## src/rtl/io_display_controller_if.sv

```systemverilog
// CPU-side IN/OUT instruction handshake between the processor control and io_display_controller.
interface io_display_controller_if;
    logic        InReq;
    logic        OutReq;
    logic [31:0] OutData;
    logic [31:0] InData;
    logic        InAck;
    logic        Halt;

    modport master (
        output InReq, OutReq, OutData,
        input  InData, InAck, Halt
    );

    modport slave (
        input  InReq, OutReq, OutData,
        output InData, InAck, Halt
    );
endinterface

```

## src/rtl/io_display_controller.sv

```systemverilog
// User-I/O sequencer: IN handshake with Enter, OUT display hold, register-monitor stepping,
// button debouncing and the registered display-value select.
module io_display_controller #(
    parameter int unsigned DEBOUNCE_CYCLES = 16,
    parameter int unsigned OUT_HOLD_CYCLES = 64,
    parameter int unsigned NUM_REGS        = 10
) (
    input  logic                    Clock,
    input  logic                    Reset,
    io_display_controller_if.slave  cpu,
    input  logic [31:0]             Switches,
    input  logic                    EnterBtn,
    input  logic                    SwapBtn,
    input  logic                    TypeSw,
    input  logic [31:0]             MonitorReg,
    output logic [4:0]              RegIndex,
    output logic [31:0]             DispValue,
    output logic [1:0]              DispSel
);

    typedef enum logic [1:0] {
        ST_RUN,
        ST_WAIT_IN,
        ST_ACK_IN,
        ST_SHOW_OUT
    } state_t;

    localparam int unsigned   CW        = $clog2(DEBOUNCE_CYCLES + 1);
    localparam int unsigned   HW        = (OUT_HOLD_CYCLES > 1) ? $clog2(OUT_HOLD_CYCLES) : 1;
    localparam logic [CW-1:0] DEB_LAST  = CW'(DEBOUNCE_CYCLES - 1);
    localparam logic [HW-1:0] HOLD_LOAD = HW'(OUT_HOLD_CYCLES - 1);
    localparam logic [4:0]    IDX_LAST  = 5'(NUM_REGS - 1);

    localparam logic [1:0] SEL_MONITOR = 2'd0;
    localparam logic [1:0] SEL_OUTPUT  = 2'd1;
    localparam logic [1:0] SEL_INPUT   = 2'd2;

    // Debouncers: bit 0 = Enter, bit 1 = Swap
    logic [1:0]    btn_raw;
    logic [1:0]    sync1_q, sync2_q, level_q, level_prev_q;
    logic [1:0]    press;
    logic [CW-1:0] cnt_q [2];

    assign btn_raw = {SwapBtn, EnterBtn};

    // The level flips on the DEBOUNCE_CYCLES-th consecutive cycle that disagrees with it.
    always_ff @(posedge Clock or negedge Reset) begin
        if (!Reset) begin
            sync1_q      <= '0;
            sync2_q      <= '0;
            level_q      <= '0;
            level_prev_q <= '0;
            for (int unsigned i = 0; i < 2; i++) cnt_q[i] <= '0;
        end else begin
            sync1_q      <= btn_raw;
            sync2_q      <= sync1_q;
            level_prev_q <= level_q;
            for (int unsigned i = 0; i < 2; i++) begin
                if (sync2_q[i] == level_q[i]) begin
                    cnt_q[i] <= '0;
                end else if (cnt_q[i] == DEB_LAST) begin
                    cnt_q[i]   <= '0;
                    level_q[i] <= sync2_q[i];
                end else begin
                    cnt_q[i] <= cnt_q[i] + CW'(1);
                end
            end
        end
    end

    assign press = level_q & ~level_prev_q;

    logic enter_press, swap_press;
    assign enter_press = press[0];
    assign swap_press  = press[1];

    state_t        state_q, state_d;
    logic [HW-1:0] hold_q, hold_d;
    logic [31:0]   in_data_q, in_data_d;
    logic [31:0]   latch_q, latch_d;
    logic [4:0]    reg_idx_q, reg_idx_d;
    logic [31:0]   disp_value_q, disp_value_d;
    logic [1:0]    disp_sel_q, disp_sel_d;
    logic          halted;

    assign halted = (state_q == ST_WAIT_IN) || (state_q == ST_ACK_IN);

    always_comb begin
        state_d      = state_q;
        hold_d       = hold_q;
        in_data_d    = in_data_q;
        latch_d      = latch_q;
        reg_idx_d    = reg_idx_q;
        disp_value_d = disp_value_q;
        disp_sel_d   = disp_sel_q;

        if (cpu.OutReq) latch_d = cpu.OutData;

        case (state_q)
            ST_RUN: begin
                if (cpu.InReq) begin
                    state_d = ST_WAIT_IN;
                end else if (cpu.OutReq) begin
                    hold_d  = HOLD_LOAD;
                    state_d = ST_SHOW_OUT;
                end
            end
            ST_WAIT_IN: begin
                if (enter_press) begin
                    in_data_d = Switches;
                    state_d   = ST_ACK_IN;
                end
            end
            ST_ACK_IN: state_d = ST_RUN;
            ST_SHOW_OUT: begin
                if (cpu.InReq) begin
                    state_d = ST_WAIT_IN;
                end else if (cpu.OutReq) begin
                    hold_d = HOLD_LOAD;
                end else if (swap_press || hold_q == '0) begin
                    state_d = ST_RUN;
                end else begin
                    hold_d = hold_q - HW'(1);
                end
            end
            default: state_d = ST_RUN;
        endcase

        if (swap_press && !halted) begin
            reg_idx_d = (reg_idx_q == IDX_LAST) ? '0 : reg_idx_q + 5'd1;
        end

        // Display follows the current state, so its output trails the state by one cycle.
        case (state_q)
            ST_WAIT_IN, ST_ACK_IN: begin
                disp_value_d = Switches;
                disp_sel_d   = SEL_INPUT;
            end
            ST_SHOW_OUT: begin
                disp_value_d = latch_q;
                disp_sel_d   = SEL_OUTPUT;
            end
            default: begin
                disp_value_d = TypeSw ? latch_q    : MonitorReg;
                disp_sel_d   = TypeSw ? SEL_OUTPUT : SEL_MONITOR;
            end
        endcase
    end

    always_ff @(posedge Clock or negedge Reset) begin
        if (!Reset) begin
            state_q      <= ST_RUN;
            hold_q       <= '0;
            in_data_q    <= '0;
            latch_q      <= '0;
            reg_idx_q    <= '0;
            disp_value_q <= '0;
            disp_sel_q   <= SEL_MONITOR;
        end else begin
            state_q      <= state_d;
            hold_q       <= hold_d;
            in_data_q    <= in_data_d;
            latch_q      <= latch_d;
            reg_idx_q    <= reg_idx_d;
            disp_value_q <= disp_value_d;
            disp_sel_q   <= disp_sel_d;
        end
    end

    assign cpu.Halt   = halted;
    assign cpu.InAck  = (state_q == ST_ACK_IN);
    assign cpu.InData = in_data_q;
    assign RegIndex   = reg_idx_q;
    assign DispValue  = disp_value_q;
    assign DispSel    = disp_sel_q;

endmodule

```

## src/flat_wrapper.sv

```systemverilog
// flat-port wrapper written by rule: the top's interface ports become plain ports
module io_display_controller_flat 
#(
    parameter int unsigned DEBOUNCE_CYCLES = 16,
    parameter int unsigned OUT_HOLD_CYCLES = 64,
    parameter int unsigned NUM_REGS        = 10
)
  (Clock, Reset, Switches, EnterBtn, SwapBtn, TypeSw, MonitorReg, RegIndex, DispValue, DispSel, cpu_InReq, cpu_OutReq, cpu_OutData, cpu_InData, cpu_InAck, cpu_Halt);
  io_display_controller_if cpu_i ();
  input  logic Clock;
  input  logic Reset;
  input  logic [31:0] Switches;
  input  logic EnterBtn;
  input  logic SwapBtn;
  input  logic TypeSw;
  input  logic [31:0] MonitorReg;
  output logic [4:0] RegIndex;
  output logic [31:0] DispValue;
  output logic [1:0] DispSel;
  input wire logic [$bits(cpu_i.InReq)-1:0] cpu_InReq;
  input wire logic [$bits(cpu_i.OutReq)-1:0] cpu_OutReq;
  input wire logic [$bits(cpu_i.OutData)-1:0] cpu_OutData;
  output wire logic [$bits(cpu_i.InData)-1:0] cpu_InData;
  output wire logic [$bits(cpu_i.InAck)-1:0] cpu_InAck;
  output wire logic [$bits(cpu_i.Halt)-1:0] cpu_Halt;
  assign cpu_i.InReq = cpu_InReq;
  assign cpu_i.OutReq = cpu_OutReq;
  assign cpu_i.OutData = cpu_OutData;
  assign cpu_InData = cpu_i.InData;
  assign cpu_InAck = cpu_i.InAck;
  assign cpu_Halt = cpu_i.Halt;
  io_display_controller #(.DEBOUNCE_CYCLES(DEBOUNCE_CYCLES), .OUT_HOLD_CYCLES(OUT_HOLD_CYCLES), .NUM_REGS(NUM_REGS)) u_core (.Clock(Clock), .Reset(Reset), .cpu(cpu_i), .Switches(Switches), .EnterBtn(EnterBtn), .SwapBtn(SwapBtn), .TypeSw(TypeSw), .MonitorReg(MonitorReg), .RegIndex(RegIndex), .DispValue(DispValue), .DispSel(DispSel));
endmodule
```

## config.mk

```make
export PLATFORM = sky130hd
export DESIGN_NAME = io_display_controller_flat
export DESIGN_NICKNAME = d
export VERILOG_FILES = /design/src/rtl/io_display_controller_if.sv /design/src/rtl/io_display_controller.sv /design/src/flat_wrapper.sv
export SDC_FILE = /design/constraint.sdc
export NUM_CORES = 1
export LEC_CHECK = 0
export ABC_AREA = 1
export CAP_MARGIN = 30
export CORE_MARGIN = 2
export CORE_UTILIZATION = 50
export DETAILED_ROUTE_END_ITERATION = 16
export GPL_ROUTABILITY_DRIVEN = 1
export PLACE_DENSITY = 0.85
export SLEW_MARGIN = 20
export SYNTH_ARGS = -nofsm -noshare
export SYNTH_HDL_FRONTEND = slang
export SYNTH_SLANG_ARGS = --single-unit
```

## constraint.sdc

```tcl
create_clock -name Clock -period 4 [get_ports Clock]
set_clock_uncertainty 0.15 [all_clocks]
set_input_delay 0.8 -clock Clock [delete_from_list [all_inputs] [get_ports Clock]]
set_output_delay 0.8 -clock Clock [all_outputs]
set_load 0.005 [all_outputs]
```

Yosys cells after proc, flatten, opt, wreduce, memory -nomap -nowiden

Index checks and enable logic that the tools add are counted.

Register bits after elaboration: 129
Output and inout bits: 73
Logic and storage cells: 73

$add $sub $neg: 4
Equal/unequal tests: 16
Muxes and demuxes: 22
Bitwise logic cells: 4
Reduce and logical (&&, ||, !) cells: 13

Operators by type and width:

| operator                                         | count |
|---|---|
| one-hot mux 32 bit (2 select lines)              | 1 |
| 2-to-1 mux 32 bit                                | 1 |
| 2-to-1 mux 6 bit                                 | 5 |
| 2-to-1 mux 5 bit                                 | 5 |
| adder 5 x 1 -> 5 bit, second input constant      | 3 |
| == test 5 x 4 -> 1 bit, second input constant    | 3 |
| 2-to-1 mux 2 bit                                 | 6 |
| one-hot mux 6 bit (2 select lines)               | 1 |
| != test 3 bit, second input constant             | 3 |
| one-hot mux 2 bit (4 select lines)               | 1 |
| zero test 6 bit                                  | 1 |
| != test 2 bit, second input constant             | 3 |
| AND reduction 2 bit                              | 3 |
| subtractor 6 x 1 -> 6 bit, second input constant | 1 |
| AND reduction 5 bit                              | 1 |
| == test 2 bit, second input constant             | 2 |
| one-hot mux 2 bit (2 select lines)               | 1 |
| AND reduction 4 bit                              | 1 |
| != test 3 x 2 -> 1 bit, second input constant    | 1 |
| AND 2 bit                                        | 1 |
| == test 1 bit                                    | 2 |
| == test 2 x 1 -> 1 bit, second input constant    | 1 |
| zero test 2 bit                                  | 1 |
| logical OR 1 bit                                 | 2 |
| 8 further kinds                                  | 9 |

Depth between registers and ports, before layout

Word-level depth: 7
Gate-level depth with buffers: 10
Depth with buffers taken out: 9

Worst setup path after synthesis

OpenSTA, ideal clock, no wires.

Path kind: reg-to-reg
Start: register u_core.state_q[0]
End: register u_core.reg_idx_q[4], in the netlist u_core.RegIndex[4]
Library setup time: 122 ps
Arrival: 1,446 ps
Required time: 3,728 ps
Slack: 2,282 ps
Cell stages (with the launch flop): 9
Clock period less this slack: 1,718 ps
Path through: dfrtp_1 inv_1 ha_1 buf_2 nor2_4 nand2_1 nor2_1 nand2_1 xor2_1

Word-level cells in the longest chain between the ends: 4
Elaborated cells between the ends (all ways): 5
Classes of those cells: 2 x eq/ne; 3 x reduce/logical

Ends and longest elaborated chain:

| item                                                           | line                         | RTL |
|---|---|---|
| start: declaration                                             | io_display_controller.sv:77  | `state_t state_q, state_d;` |
| start signal: assignment                                       | io_display_controller.sv:160 | `state_q <= state_d;` |
| == test 2 x 1 -> 1 bit / == test 2 bit (equally long branches) | io_display_controller.sv:86  | `assign halted = (state_q == ST_WAIT_IN) \|\| (state_q == ST_ACK_IN);` |
| logical OR 1 bit (*)                                           | io_display_controller.sv:86  |  |
| via cpu_Halt                                                   | flat_wrapper.sv:25           | `output wire logic [$bits(cpu_i.Halt)-1:0] cpu_Halt;` |
| zero test 1 bit (*)                                            | io_display_controller.sv:129 | `if (swap_press && !halted) begin` |
| logical AND 1 bit (*)                                          | io_display_controller.sv:129 |  |
| end signal: assignment                                         | io_display_controller.sv:164 | `reg_idx_q <= reg_idx_d;` |
| end: declaration                                               | io_display_controller.sv:81  | `logic [4:0] reg_idx_q, reg_idx_d;` |

Mark *: on every way through the listed nets, which the timed path passes. The rest lies on a longest branch.
A chain may end at the register's enable or synchronous reset.

Final worst setup path

Start: register u_core.state_q[0]
End: output cpu_Halt

Word-level cells in the longest chain between the ends: 2
Elaborated cells between the ends (all ways): 3
Classes of those cells: 2 x eq/ne; 1 x reduce/logical

Ends and longest elaborated chain:

| item                                                           | line |
|---|---|
| == test 2 x 1 -> 1 bit / == test 2 bit (equally long branches) | io_display_controller.sv:86 |
| logical OR 1 bit (*)                                           | io_display_controller.sv:86 |
| end: declaration                                               | flat_wrapper.sv:25 |

Every way passes the cells marked *; elsewhere a longest branch is shown, timed or not.

==> results.md <==
* Max Cap Viol at 0
* Vias in the first global route at roughly 5500
* Syn Nets at slightly below 700
* Initial antenna violation count at 0
* Kind of start point of the critical path: flop
* RD Place Congestion at ~0.86
* Syn avg cell area at 10.2 um^2
* Final min period at 2650 ps
* Core area at roughly 0.011 mm^2
* Crit path required time at around 3000 ps
* Post-CTS Hold Fix Bufs at 0
* Achievable Freq at 0.377 GHz
* Post-synth EDFFs at 0
* VDD IR max at about 0.56 mV
* Final Total Pwr at between 4 and 5 mW
* Post-synth top cells: dfrtp_1, o21ai_0, nand2_1
* Synth Area in Simple Gates at 14.1%
* Initial Util at ~51%
* Hold Violations, Final at 0
* Finished Cell Area at roughly 0.0081 mm^2
* Worst slew margin at a little over half
* Total gr overflow at 0
* Port bufs at 175
* Final slew viol count at 0
* Via count at just over 5000
* Mux contribution to synthesized area at between 8 and 9%
* Largest family of logic cells by synthesized area: simple AND/OR/NAND/NOR gates
* Die Y at 112 um
* Final setup vio count at 0
* Yosys reg bits at between 100 and 150
* RSZ-0062 raised after global routing: no
* Period utilization at 66.2%
* DP HPWL at around 11000 um
* Setup TNS at 0 ps
* Top_reg_cell synth: dfrtp_1
* Worst-Skew Late Latency at 420 ps
* Least-Margin Pin Slew at about 680 ps
* # resized after CTS at 0
* # DRC at 0
* Wire per inst at around 19 um
* Die width at between 100 and 150 um
* Die ar. at 0.0125 mm^2
* Placed Instance Area at roughly 0.0076 mm^2
* Async set or reset register ratio after synthesis at between 90% and 100%
* Post-synth top area cell: dfrtp_1
* Critical Path Fanout Max at 4
* H-tree depth at 4
* Gr usage total at between 20% and 30%
* Count leader, synth: dfrtp_1
* Status: finished clean
* Min-delay worst type: input port to asynchronous set/reset pin
* CTS tree: yes
* Ports at between 150 and 200
* DRT iter0 DRCs at 498
* TritonCTS Buffers at 17
* Area of the multi-input gates at roughly 0.0022 mm^2
* XOR/XNOR share of the synthesized area at less than 1%
* CP Class: flop to output port
* Power density over cell area at around 570 mW/mm^2
* Area contributors post-synth: dfrtp_1, mux2_4, o21ai_0
* Clk slew on worst S/H paths at 50 ps
* Worst Path Arrival at between 1500 and 2000 ps
* Number of nets in the final layout at ~850
* Syn Inst Count at roughly 570
* Post-DRT Antenna Nets at 0
* Synth-to-layout area growth at 40.7%
* Ratio of cells with drive above 1 in the final layout at 10.7%
* Leakage at about 3.7 nW
* CTS Buffer Depth at 2
* Share of the yosys chip area belonging to registers at a little under three fifths
* Yosys warns at 0
* Setup Buffers After CTS at 0
* FP Rows at 39
* Largest net degree at the start of global routing at between 60 and 70
* Layout fillers at approximately 740
* Crit. End Element: output port
* Post-Synth Adder-Cell Area at approximately 2.2%
* Root Buffer: clkbuf_16
* Post-synthesis compound-gate area fraction at between 10% and 20%
* Final WL at around 17000 um
* First drt pass iteration count at 7
* Post-synth cell types at 29
* Clk sinks at 129
* Vias/cell at approximately 5.7
* Diode count at 0
* Register area at around 0.0032 mm^2
* Synth top area share at about 56%
* First-pass GRT wire length at around 27000 um
* Post-Syn Area at 0.00579 mm^2
-- routing by layer --
layer  track usage (%)  wire length [um]  share of wire (%)
met1              34.0              6590                 39
met2              46.5              8500                 50
met3              7.62              1390                8.1
met4              15.3               600                3.5
met5                 0                 0                  0
-- final cells by class --
type	count	share of cell area, %
Tap cell	143	2.20
Sequential cell	129	39.6
Timing Repair Buffer	183	22.4
Inverter	59	2.75
Clock inverter	5	0.353
Clock buffer	25	6.20
Multi-Input combinational cell	348	26.5
-- layout by cell type, fill, tap and decap left out, drive strengths merged, types with 25 or more instances in the layout --
master / Yosys / routed
nand2: 73 / 73
clkdlybuf4s50: 0 / 173
dfrtp: 129 / 129
nor2: 52 / 52
o21ai: 75 / 75
mux2: 32 / 32
inv: 59 / 59
nand3: 50 / 50
o221ai: 32 / 32
clkbuf: 14 / 25
-- report_power, final --
| group | switching (mW) | internal, mW | total (mW) |
|---|---|---|---|
| Combinational | 0.855 | 0.725 | 1.58 |
| Clock | 0.534 | 0.863 | 1.40 |
| Sequential | 0.116 | 1.56 | 1.68 |
-- path summary, 6_finish.rpt --
kind                                         end  slack [ps]  cells after the start              start
setup / recovery                        cpu_Halt        1350                      3  u_core.state_q[0]
hold / removal             u_core.cpu.InData[28]         170                      1              Reset
setup reg to reg            u_core.DispValue[12]        1650                      7  u_core.state_q[0]
hold reg to reg                u_core.sync2_q[0]         200                      0  u_core.sync1_q[0]
max in group asynchronous      u_core.level_q[1]        2680                      2              Reset
min in group Clock             u_core.sync2_q[0]         200                      0  u_core.sync1_q[0]
-- critical path, cell delays in order, from the launching register on --
cell	delay, ps
dfrtp_1	400
inv_1	80
ha_1	300
clkdlybuf4s50_1	500
-- kinds of logic (layout without fill, tap and decap cells) --
group | count (synthesis) | count (layout)
AO/OA/AOI/OAI | 114 | 114
multiplexers | 32 | 32
AND/OR/NAND/NOR | 186 | 186
XOR/XNOR | 6 | 6
buffers and inverters | 89 | 272
flip-flops | 129 | 129
adder cells (fa/ha/maj) | 10 | 10
-- per-stage QoR --
stage / worst slack, ps / hold WS, ps / cells / util (%)
after floorplan: 2280 / 181 / 566 / -
after global routing: 1270 / 199 / 892 / 71.7
after detailed placement: 1300 / 199 / 862 / 67.0
after CTS: 1330 / 180 / 892 / 71.7
final: 1350 / 172 / 892 / 71.7
after global placement: 1180 / 190 / 861 / 66.8
-- state kept, by name, indices dropped and copies added (netlist names) --
name / count
u_core.DispSel: 2
u_core.DispValue: 32
u_core.RegIndex: 5
u_core.cnt_q: 10
u_core.cpu.InData: 32
u_core.hold_q: 6
u_core.latch_q: 32
u_core.level_prev_q: 2
u_core.level_q: 2
u_core.state_q: 2
u_core.sync1_q: 2
u_core.sync2_q: 2
(Power assumes the default switching activity.)
